===== src/rtl/uart_pkg.sv =====
// uart_pkg: definitions shared by the UART receiver and the future transmitter.
//   rx_state_t      : receiver FSM encoding, 3 bits.
//   UART_OVERSAMPLE : default ticks per bit period.
//   UART_DATA_BITS  : default data bits per frame.
package uart_pkg;

  typedef enum logic [2:0] {
    IDLE   = 3'd0,
    START  = 3'd1,
    DATA   = 3'd2,
    PARITY = 3'd3,
    STOP   = 3'd4
  } rx_state_t;

  localparam int unsigned UART_OVERSAMPLE = 16;
  localparam int unsigned UART_DATA_BITS  = 8;

endpackage


===== src/rtl/uart_sync2.sv =====
// uart_sync2: two-flop synchroniser for an asynchronous level input.
// Both flops reset to 1, which is the idle level of a serial line.
//   clk     : destination clock
//   reset_n : asynchronous active-low reset
//   d       : asynchronous input
//   q       : synchronised output (two clk of delay)
module uart_sync2 (
  input  logic clk,
  input  logic reset_n,
  input  logic d,
  output logic q
);

  logic meta;

  always_ff @(posedge clk or negedge reset_n) begin
    if (!reset_n) begin
      meta <= 1'b1;
      q    <= 1'b1;
    end else begin
      meta <= d;
      q    <= meta;
    end
  end

endmodule


===== src/rtl/uart_rx.sv =====
// uart_rx: oversampling UART receiver (1 start, DATA_BITS data LSB first,
// optional parity, 1 stop). All state advances only on cycles with tick=1.
//   clk        : system clock
//   reset_n    : asynchronous active-low reset
//   tick       : one-clk enable at OVERSAMPLE x baud
//   rx         : asynchronous serial line, idle high
//   rx_data    : last correctly framed word
//   rx_valid   : one-clk strobe, rx_data updated in the same cycle
//   frame_err  : one-clk strobe, stop bit sampled low
//   busy       : FSM not in IDLE
// Optional (macro UART_RX_PARITY_EN):
//   parity_odd : 0 = even parity, 1 = odd parity
//   parity_err : one-clk strobe in the stop-decision cycle on mismatch
module uart_rx
  import uart_pkg::*;
#(
  parameter int unsigned DATA_BITS  = UART_DATA_BITS,
  parameter int unsigned OVERSAMPLE = UART_OVERSAMPLE
) (
  input  logic                 clk,
  input  logic                 reset_n,
  input  logic                 tick,
  input  logic                 rx,
  output logic [DATA_BITS-1:0] rx_data,
  output logic                 rx_valid,
  output logic                 frame_err,
  output logic                 busy
`ifdef UART_RX_PARITY_EN
  ,
  input  logic                 parity_odd,
  output logic                 parity_err
`endif
);

  localparam int unsigned TW = $clog2(OVERSAMPLE);
  localparam int unsigned BW = (DATA_BITS > 1) ? $clog2(DATA_BITS) : 1;
  localparam logic [TW-1:0] TC_MID  = TW'(OVERSAMPLE / 2 - 1);
  localparam logic [TW-1:0] TC_LAST = TW'(OVERSAMPLE - 1);
  localparam logic [BW-1:0] BC_LAST = BW'(DATA_BITS - 1);

  logic                 rx_s;
  rx_state_t            state, state_d;
  logic [TW-1:0]        tick_cnt, tick_cnt_d;
  logic [BW-1:0]        bit_cnt, bit_cnt_d;
  logic [DATA_BITS-1:0] shreg, shreg_d;
  logic [DATA_BITS-1:0] rx_data_d;
  logic                 armed, armed_d;
  logic                 rx_valid_d, frame_err_d;
`ifdef UART_RX_PARITY_EN
  logic                 par_bit, par_bit_d;
  logic                 parity_err_d;
`endif

  uart_sync2 u_sync (
    .clk     (clk),
    .reset_n (reset_n),
    .d       (rx),
    .q       (rx_s)
  );

  assign busy = (state != IDLE);

  always_ff @(posedge clk or negedge reset_n) begin
    if (!reset_n) begin
      state     <= IDLE;
      tick_cnt  <= '0;
      bit_cnt   <= '0;
      shreg     <= '0;
      rx_data   <= '0;
      armed     <= 1'b0;
      rx_valid  <= 1'b0;
      frame_err <= 1'b0;
`ifdef UART_RX_PARITY_EN
      par_bit    <= 1'b0;
      parity_err <= 1'b0;
`endif
    end else begin
      state     <= state_d;
      tick_cnt  <= tick_cnt_d;
      bit_cnt   <= bit_cnt_d;
      shreg     <= shreg_d;
      rx_data   <= rx_data_d;
      armed     <= armed_d;
      rx_valid  <= rx_valid_d;
      frame_err <= frame_err_d;
`ifdef UART_RX_PARITY_EN
      par_bit    <= par_bit_d;
      parity_err <= parity_err_d;
`endif
    end
  end

  always_comb begin
    state_d     = state;
    tick_cnt_d  = tick_cnt;
    bit_cnt_d   = bit_cnt;
    shreg_d     = shreg;
    rx_data_d   = rx_data;
    armed_d     = armed;
    rx_valid_d  = 1'b0;
    frame_err_d = 1'b0;
`ifdef UART_RX_PARITY_EN
    par_bit_d    = par_bit;
    parity_err_d = 1'b0;
`endif
    if (tick) begin
      case (state)
        IDLE: begin
          // Arming requires a high sample first, so a held-low/break line
          // never re-triggers a frame.
          if (rx_s) begin
            armed_d = 1'b1;
          end else if (armed) begin
            state_d    = START;
            tick_cnt_d = '0;
            armed_d    = 1'b0;
          end
        end
        START: begin
          if (tick_cnt == TC_MID) begin
            tick_cnt_d = '0;
            if (!rx_s) begin
              state_d   = DATA;
              bit_cnt_d = '0;
            end else begin
              state_d = IDLE;
              armed_d = 1'b1;
            end
          end else begin
            tick_cnt_d = tick_cnt + TW'(1);
          end
        end
        DATA: begin
          tick_cnt_d = tick_cnt + TW'(1);
          if (tick_cnt == TC_LAST) begin
            shreg_d = {rx_s, shreg[DATA_BITS-1:1]};
            if (bit_cnt == BC_LAST) begin
`ifdef UART_RX_PARITY_EN
              state_d = PARITY;
`else
              state_d = STOP;
`endif
            end else begin
              bit_cnt_d = bit_cnt + BW'(1);
            end
          end
        end
`ifdef UART_RX_PARITY_EN
        PARITY: begin
          tick_cnt_d = tick_cnt + TW'(1);
          if (tick_cnt == TC_LAST) begin
            par_bit_d = rx_s;
            state_d   = STOP;
          end
        end
`endif
        STOP: begin
          tick_cnt_d = tick_cnt + TW'(1);
          if (tick_cnt == TC_LAST) begin
            state_d = IDLE;
            if (rx_s) begin
              rx_data_d  = shreg;
              rx_valid_d = 1'b1;
              armed_d    = 1'b1;
            end else begin
              frame_err_d = 1'b1;
              armed_d     = 1'b0;
            end
`ifdef UART_RX_PARITY_EN
            parity_err_d = ((^shreg) ^ par_bit) != parity_odd;
`endif
          end
        end
        default: state_d = IDLE;
      endcase
    end
  end

endmodule


===== config.mk =====
export PLATFORM = sky130hd
export DESIGN_NAME = uart_rx
export DESIGN_NICKNAME = d
export VERILOG_FILES = /design/src/rtl/uart_pkg.sv /design/src/rtl/uart_sync2.sv /design/src/rtl/uart_rx.sv
export SDC_FILE = /design/constraint.sdc
export NUM_CORES = 1
export LEC_CHECK = 0
export BUFFER_PORTS_ARGS = -buffer_cell sky130_fd_sc_hd__buf_2
export CELL_PAD_IN_SITES_DETAIL_PLACEMENT = 0
export CELL_PAD_IN_SITES_GLOBAL_PLACEMENT = 1
export CORE_MARGIN = 2
export CORE_UTILIZATION = 45
export CTS_CLUSTER_DIAMETER = 80
export DETAILED_ROUTE_END_ITERATION = 10
export PLACE_DENSITY = 0.84
export SLEW_MARGIN = 25
export SYNTH_ARGS = -nofsm -noshare
export SYNTH_HDL_FRONTEND = slang
export SYNTH_SLANG_ARGS = --single-unit

===== constraint.sdc =====
create_clock -name clk -period 5.35 [get_ports clk]
set_input_delay 0.535 -clock clk [delete_from_list [all_inputs] [get_ports clk]]
set_output_delay 0.535 -clock clk [all_outputs]
set_load 0.03 [all_outputs]

# Yosys cells after proc, flatten, opt, wreduce, memory -nomap -nowiden

Index checks and enable logic that the tools add are counted.
Widths: inputs -> output; s select.

Word-level logic and storage cells: 68
Memories: 0
Bits in writable memories: 0
Latch bits: 0
ROM bits: 0
Register bits: 31

Order comparisons: 0
$mul: 0
Eq/ne operators: 15
Div/mod/pow operators: 0
Muxes and demuxes: 29
Add/sub/neg operators: 2
Reduce and logical (&&, ||, !) cells: 12
Bitwise logic cells: 0
Shifts and indexed selects: 0

Operators by type and width:

| cell                | count |
|---|---|
| $mux 3              | 10 |
| $ne 2x2->1 const B  | 8 |
| $mux 4              | 3 |
| $pmux 3 s4          | 1 |
| $pmux 4 s3          | 1 |
| $mux 1              | 11 |
| $reduce_bool 3->1   | 3 |
| $reduce_and 4->1    | 2 |
| $reduce_and 7->1    | 1 |
| $eq 3x3->1 const B  | 2 |
| $pmux 3 s2          | 1 |
| $reduce_and 6->1    | 1 |
| $reduce_and 5->1    | 1 |
| $add 4x1->4 const B | 1 |
| $eq 4x3->1 const B  | 1 |
| $eq 4x4->1 const B  | 1 |
| $add 3x1->3 const B | 1 |
| $eq 3x1->1 const B  | 1 |
| $eq 3x2->1 const B  | 1 |
| $logic_not 3->1     | 1 |
| $pmux 1 s3          | 1 |
| $reduce_and 3->1    | 1 |
| $mux 2              | 1 |
| $ne 2x1->1 const B  | 1 |
| 2 further kinds     | 2 |

# Depth between registers and ports, before layout

Gate-level depths: netlist (run 1).

Depth in word-level cells: 4
Depth in mapped cells: 6
Gate-level depth less buffers: 5

# Modules after synthesis

Synthesis (run 1) repeated with hierarchy kept, for this count alone.

Cell total of the unflattened synthesis: 118
Area total of the unflattened synthesis: 1473.9 sq um

Modules (own cells, without submodules):

| module     | sequential area each (sq um) | cells an instance | times used | area an instance (sq um) |
|---|---|---|---|---|
| uart_rx    | 725.7                        | 116               | 1          | 1421.4 |
| uart_sync2 | 52.6                         | 2                 | 1          | 52.6 |

# Worst setup path after synthesis (run 1)

Ideal clock, no wire load.

Path kind: reg2reg
Start point: reg tick_cnt[0]
End point: reg rx_data[0]
Data arrival time: 1.628 ns
Setup slack: 3.597 ns
Buffers on the path: 1
Data required time: 5.225 ns
Stages on the path, launching flop included: 7
Setup time: 0.125 ns
Cell sequence: dfrtp_1 -> ha_1 -> and3_1 -> nand2_2 -> or3_1 -> buf_6 -> mux2_4

Cells in the longest elaborated chain, start to end: 2

Ends and longest elaborated chain:

| element                    | line           | RTL |
|---|---|---|
| start, declared            | uart_rx.sv:43  | `logic [TW-1:0] tick_cnt, tick_cnt_d;` |
| start signal, assigned     | uart_rx.sv:79  | `tick_cnt <= tick_cnt_d;` |
| $eq 4x4->1                 | uart_rx.sv:159 | `if (tick_cnt == TC_LAST) begin` |
| $reduce_and 4->1 (no line) | n/a            |  |
| end signal, assigned       | uart_rx.sv:82  | `rx_data <= rx_data_d;` |
| end, declared              | uart_rx.sv:24  | `output logic [DATA_BITS-1:0] rx_data,` |

Every way passes these cells.
A chain may end at the register's enable or synchronous reset.

# Final worst setup path (run 1)

Start point: reg tick_cnt[0]
End point: reg rx_data[4]

Same word-level chain as after synthesis.

==> results_dict.tcl, run 1 <==
set metrics [dict create \
    synth.top_cell.area_share_pct 50.0 \
    synthCells 115 \
    clk_pin_slew_worst_paths_ps 110 \
    portBuffers 14 \
    gr-total-overflow 0 \
    critical_path_arrival_ps 2230 \
    htree_levels 2 \
    holdBufCountCts 0 \
    gp_congestion 0.878 \
    relSlewSlack_pct 55.0 \
    fin_skew_ps 10.4 \
    dr.pass1.iters 4 \
    final_common_cell "dfrtp_1" \
    hold_violations 0 \
    cp-start-kind "flip-flop" \
    setup_viol 0 \
    setup_tns_ps 0 \
    outcome "finished clean" \
    ys_ff_latch 31 \
    post_cts_resize_count 0 \
    clk_latency_ps 330 \
    ios 15 \
    netlist_area_um2 1450 \
    path_max_fanout 9 \
    rsz0062_at_grt "no" \
    drt-total-wl_mm 2.42 \
    cts_tree "built" \
    drive_above_1_share_pct 36.1 \
    peakVddDrop_mv 0.176 \
    finalCritPeriodShare_pct 37.7 \
    grt_pass1_wl_mm 4.06 \
    worstHoldPathType "in2async" \
    dpl.hpwl_mm 1.71 \
    diodes 0 \
    drc 0 \
    antenna_found_initial 0 \
    p_comb_share_pct 19.9 \
    viasPerCell 5.10 \
    synth.avg_cell_area_um2 12.6 \
    grt_max_degree 32 \
    cts.sinks 31 \
    p_sw_mw 0.177 \
    p_leak_nw 0.831 \
    postLayoutCoreUtil_pct 53.6 \
    power_density_nw_per_um2 365 \
    core_area_um2 3050 \
    synth_fp_nets 122 \
    p_sw_share_pct 29.7 \
    cp_slowest_cell "or3_1" \
    row_count 20 \
    cts_made_buffers 5 \
    first_global_vias 829 \
    synth_cell_type_count 38 \
    worstPathCellList "ha_1 -> and3_1 -> nand2_2 -> or3_1 -> mux2_4" \
    yosysSeqAreaShare_pct 53.7 \
    die-area_um2 3690 \
    start_util_pct 47.5 \
    ys_top_cells_by_area "dfrtp_1 (50%), mux2_4 (8.3%), mux2_2 (6.2%), dfstp_2 (3.6%), ha_1 (2.6%)" \
    placed_area_um2 1550 \
    detail_route.wl_per_cell_um 13.7 \
    cts_buffer_depth 2 \
    ant_nets 0 \
    synth_async_sr_flop_share_pct 100 \
    min_period_ps 2020 \
    post_cts_buffers 0 \
    critPathCaptureType "flip-flop" \
    routed-via-count 902 \
    slew_violations 0 \
    seqPwrFrac_pct 48.0 \
    final_area_um2 1640 \
    fp.dieH_um 60.8 \
    grtUsageTotal_pct 15.4 \
    syn_to_final_growth_pct 12.8 \
    drv_cap 0 \
    nNetsFinal 139 \
    cpPeakStageDelay_ps 590 \
    clock.fmax_mhz 495 \
    cts-root-buf "clkbuf_4" \
    die_x_um 60.8 \
    worst_pin_slew_ps 675 \
    critical_path_class "reg2reg" \
    required_ps 5560 \
    drtIter0Drc 51 \
    layout_common_cells "dfrtp_1 (29), buf_2 (14), nand2_1 (10)" \
    cellInternalPower_mw 0.420 \
    clkPwrFrac_pct 32.1 \
    synth_top_area_cell "dfrtp_1" \
    synth_edf_count 0 \
    ys_warn_count 0 \
    synth_ff_type "dfrtp_1" \
]
[final timing paths]
path / from / endpoint / slack [ps] / cells past startpoint
worst max-delay path: tick_cnt[0] / rx_data[4] / 3330 / 5
worst min-delay path: reset_n / rx_data[0] / 230 / 1
worst max register to register: tick_cnt[0] / rx_data[4] / 3330 / 5
worst min register to register: u_sync.meta / u_sync.q / 360 / 0
max in group asynchronous: reset_n / shreg[7] / 4680 / 1
min in group clk: rx / u_sync.meta / 300 / 1
[routing by layer]
layer	wire, um	track usage (%)
met1	1170	23.1
met2	1130	20.6
met3	72	3.84
met4	40	7.45
met5	0	0
[power by group through the flow]
stage	clock (mW)	sequential (mW)	combinational, mW
after floorplan	0	0.280	0.104
after global placement	0	0.290	0.117
after detailed placement	0	0.291	0.119
after CTS	0.196	0.286	0.120
after global routing	0.207	0.292	0.136
final	0.192	0.286	0.119
[synth_stat cells (2+ instances only)]
master,instances
o21ai_1,5
or4_1,2
o2bb2ai_1,2
nor3_1,2
a211oi_1,2
dfstp_2,2
nand3_1,4
buf_2,3
mux2_2,8
mux2_4,8
nor2_1,2
dfrtp_1,29
nand2_1,10
inv_1,6
o21ai_0,3
o31ai_1,3
ha_1,3
[critical path: cells and delay by family, from the launching register on]
family	cells	cell delay [ps]
muxes	1	380
adders and majority gates	1	230
DFF	1	400
and+or+nand+nor	3	900
[final cells by class]
cell class / count / area, um2
repair buffers: 14 / 70.1
multi-input cells: 74 / 623
well taps: 44 / 55.1
fillers: 273 / 1420
flip-flops and latches: 31 / 778
clock inverters: 2 / 35.0
clock buffers: 6 / 51.3
inverters: 6 / 22.5
[logic make-up (layout without fill, tap and decap cells)]
logic type                 Yosys count  count (layout)  synth area share [%]
DFF                                 31              31                  53.7
adders and majority gates            4               4                  3.37
AOI/OAI and AO/OA                   22              22                  12.2
xor gates and xnor gates             1               1                 0.604
buffers and inverters               10              28                  3.36
and+or+nand+nor                     31              31                  12.3
muxes                               16              16                  14.5
[sequential cells by signal, summed over array words and instances, names as in the netlist]
name	cells
u_sync.meta	1
armed	1
frame_err	1
bit_cnt	3
rx_valid	1
state	3
shreg	8
rx_data	8
u_sync.q	1
tick_cnt	4
[metrics by stage]
step / hold WS [ps] / power, mW / instances / worst slack (ps)
floorplan: 239 / 0.384 / 115 / 3600
global placement: 346 / 0.407 / 169 / 3400
detailed placement: 351 / 0.411 / 169 / 3340
CTS: 252 / 0.603 / 177 / 3340
global route: 281 / 0.635 / 177 / 3200
finish: 231 / 0.597 / 177 / 3330
(Power assumes the default switching activity.)
==> inputs of run 2 (changes only) <==
--- a/config.mk
+++ b/config.mk
@@ -9,10 +9,10 @@
 export CELL_PAD_IN_SITES_DETAIL_PLACEMENT = 0
 export CELL_PAD_IN_SITES_GLOBAL_PLACEMENT = 1
 export CORE_MARGIN = 2
-export CORE_UTILIZATION = 45
+export CORE_UTILIZATION = 42
 export CTS_CLUSTER_DIAMETER = 80
 export DETAILED_ROUTE_END_ITERATION = 10
-export PLACE_DENSITY = 0.84
+export PLACE_DENSITY = 0.83
 export SLEW_MARGIN = 25
 export SYNTH_ARGS = -nofsm -noshare
 export SYNTH_HDL_FRONTEND = slang
==> constraint.sdc (replaced) <==
create_clock -name clk -period 1.7 [get_ports clk]
set_input_delay 0.17 -clock clk [delete_from_list [all_inputs] [get_ports clk]]
set_output_delay 0.17 -clock clk [all_outputs]
set_load 0.03 [all_outputs]
==> results_dict.tcl, run 2 (synthesis gave the netlist of run 1 again) <==
set metrics [dict create \
    cp-start-kind "flip-flop" \
    ios 15 \
    fill_cells 280 \
    whs_ps 215 \
    cts.sinks 31 \
    required_ps 1920 \
    cts_tree "built" \
    start_util_pct 43.5 \
    row_count 21 \
    core_area_um2 3340 \
    routed-via-count 1054 \
    peakVddDrop_mv 0.607 \
    cts_buffer_depth 2 \
    fin_skew_ps 7.81 \
    r2r_setup_slack_ps -30 \
    critical_path_arrival_ps 1950 \
    portBuffers 14 \
    drt-total-wl_mm 2.89 \
    finalCritPeriodShare_pct 102 \
    path_max_fanout 5 \
    cpPeakStageDelay_ps 380 \
    critical_path_class "reg2reg" \
    clk_latency_ps 330 \
    post-place-cells 190 \
    power_mw 2.18 \
    postLayoutCoreUtil_pct 59.7 \
    grtUsageTotal_pct 16.6 \
    drive_above_1_share_pct 53.7 \
    final_common_cell "dfrtp_1" \
    detail_route.wl_per_cell_um 13.8 \
    drv_cap 0 \
    grtUsageMet1_pct 20.1 \
    drc 0 \
    dp_slack_ps -46.7 \
    top_usage_layer "met2" \
    multi_input_area_um2 706 \
    layout_common_cells "dfrtp_1 (28), buf_4 (23), mux2_4 (16)" \
    worstHoldPathType "in2reg" \
    ant_nets 0 \
    antenna_found_initial 0 \
    reg_top3 "rx_data (8), shreg (8), tick_cnt (4)" \
    setup_tns_ps -165 \
    grt_pass1_wl_mm 5.05 \
    gr-total-overflow 0 \
    use_met2_pct 26.9 \
    nNetsFinal 170 \
    dr.pass1.iters 4 \
    first_global_vias 1117 \
    critPathCaptureType "flip-flop" \
    cp_slowest_cell "or3_4" \
    worst_pin_slew_ps 682 \
    register_area_um2 779 \
    p_leak_nw 1.00 \
    clk_pin_slew_worst_paths_ps 100 \
    hold_violations 0 \
    syn_to_final_growth_pct 37.4 \
    min_period_ps 1730 \
    htree_levels 2 \
    diodes 0 \
    worstPathCellList "ha_2 -> and3_4 -> nand2_4 -> or3_4 -> buf_6 -> mux2_4" \
    gp_congestion 0.879 \
    cts-root-buf "clkbuf_4" \
    drtIter0Drc 54 \
    power_density_nw_per_um2 1090 \
    layout_setup_ws_ps -31.8 \
    gr-usage-met3_pct 5.77 \
    cts_made_buffers 5 \
    relSlewSlack_pct 54.5 \
    placed_area_um2 1710 \
    die_x_um 62.8 \
    instances_no_fill 210 \
    grt_max_degree 32 \
    setup_viol 9 \
    viasPerCell 5.02 \
    clock.fmax_mhz 577 \
    rsz0062_at_grt "yes" \
    die-area_um2 3940 \
    fp.dieH_um 62.8 \
    final_area_um2 1990 \
    slew_violations 0 \
    outcome "complete, but fails checks" \
    dpl.hpwl_mm 1.94 \
    violations "negative setup slack" \
]
run 2: cell types whose count changed in the layout (fill, tap and decap cells not counted), sizes merged:
cell         previous run  this run
dlygate4sd3             0         2
buf                    14        43
run 2: cell type report:
cell class | instances | area share [%]
sequential | 31 | 39.1
multi-input combinational | 74 | 35.4
timing repair buffer | 45 | 17.1
tap | 46 | 2.89
clock buffer | 6 | 2.58
clock inverter | 2 | 1.76
inverter | 6 | 1.13
run 2: timing repair:
| action | 4_1_cts | 5_1_grt |
|---|---|---|
| hold buffers | 2 | 0 |
| resized for setup | 10 | 19 |
| cloned | 1 | 0 |
| setup buffers | 5 | 4 |
| hold endpoints to repair | 30 | 0 |
| setup endpoints to repair | 11 | 22 |
| pin swaps | 6 | 1 |
run 2: final timing paths:
kind	startpoint	cells past startpoint	end
setup / recovery	tick_cnt[0]	6	rx_data[4]
hold / removal	tick	3	armed
setup reg to reg	tick_cnt[0]	6	rx_data[4]
hold reg to reg	u_sync.meta	0	u_sync.q
max in group asynchronous	reset_n	2	state[1]
min in group asynchronous	reset_n	2	rx_data[5]
run 2: power breakdown:
part	total (mW)	switching [mW]	internal [mW]
registers	0.855	0.0456	0.809
clock network	0.601	0.254	0.347
logic	0.719	0.342	0.378
total	2.18	0.641	1.53
run 2: layer usage:
layer	share of wire, %	vias up
met5	0	-
met4	0.87	0
met3	3.3	4
met2	50	18
met1	45	514
li1	-	518
run 2: worst max-delay path, delay by kind of cell (launching register included):
kind | cells | cell delay, ps
simple gates | 3 | 620
flops | 1 | 370
mux | 1 | 290
fa+ha+maj | 1 | 190
buf+inv | 1 | 150
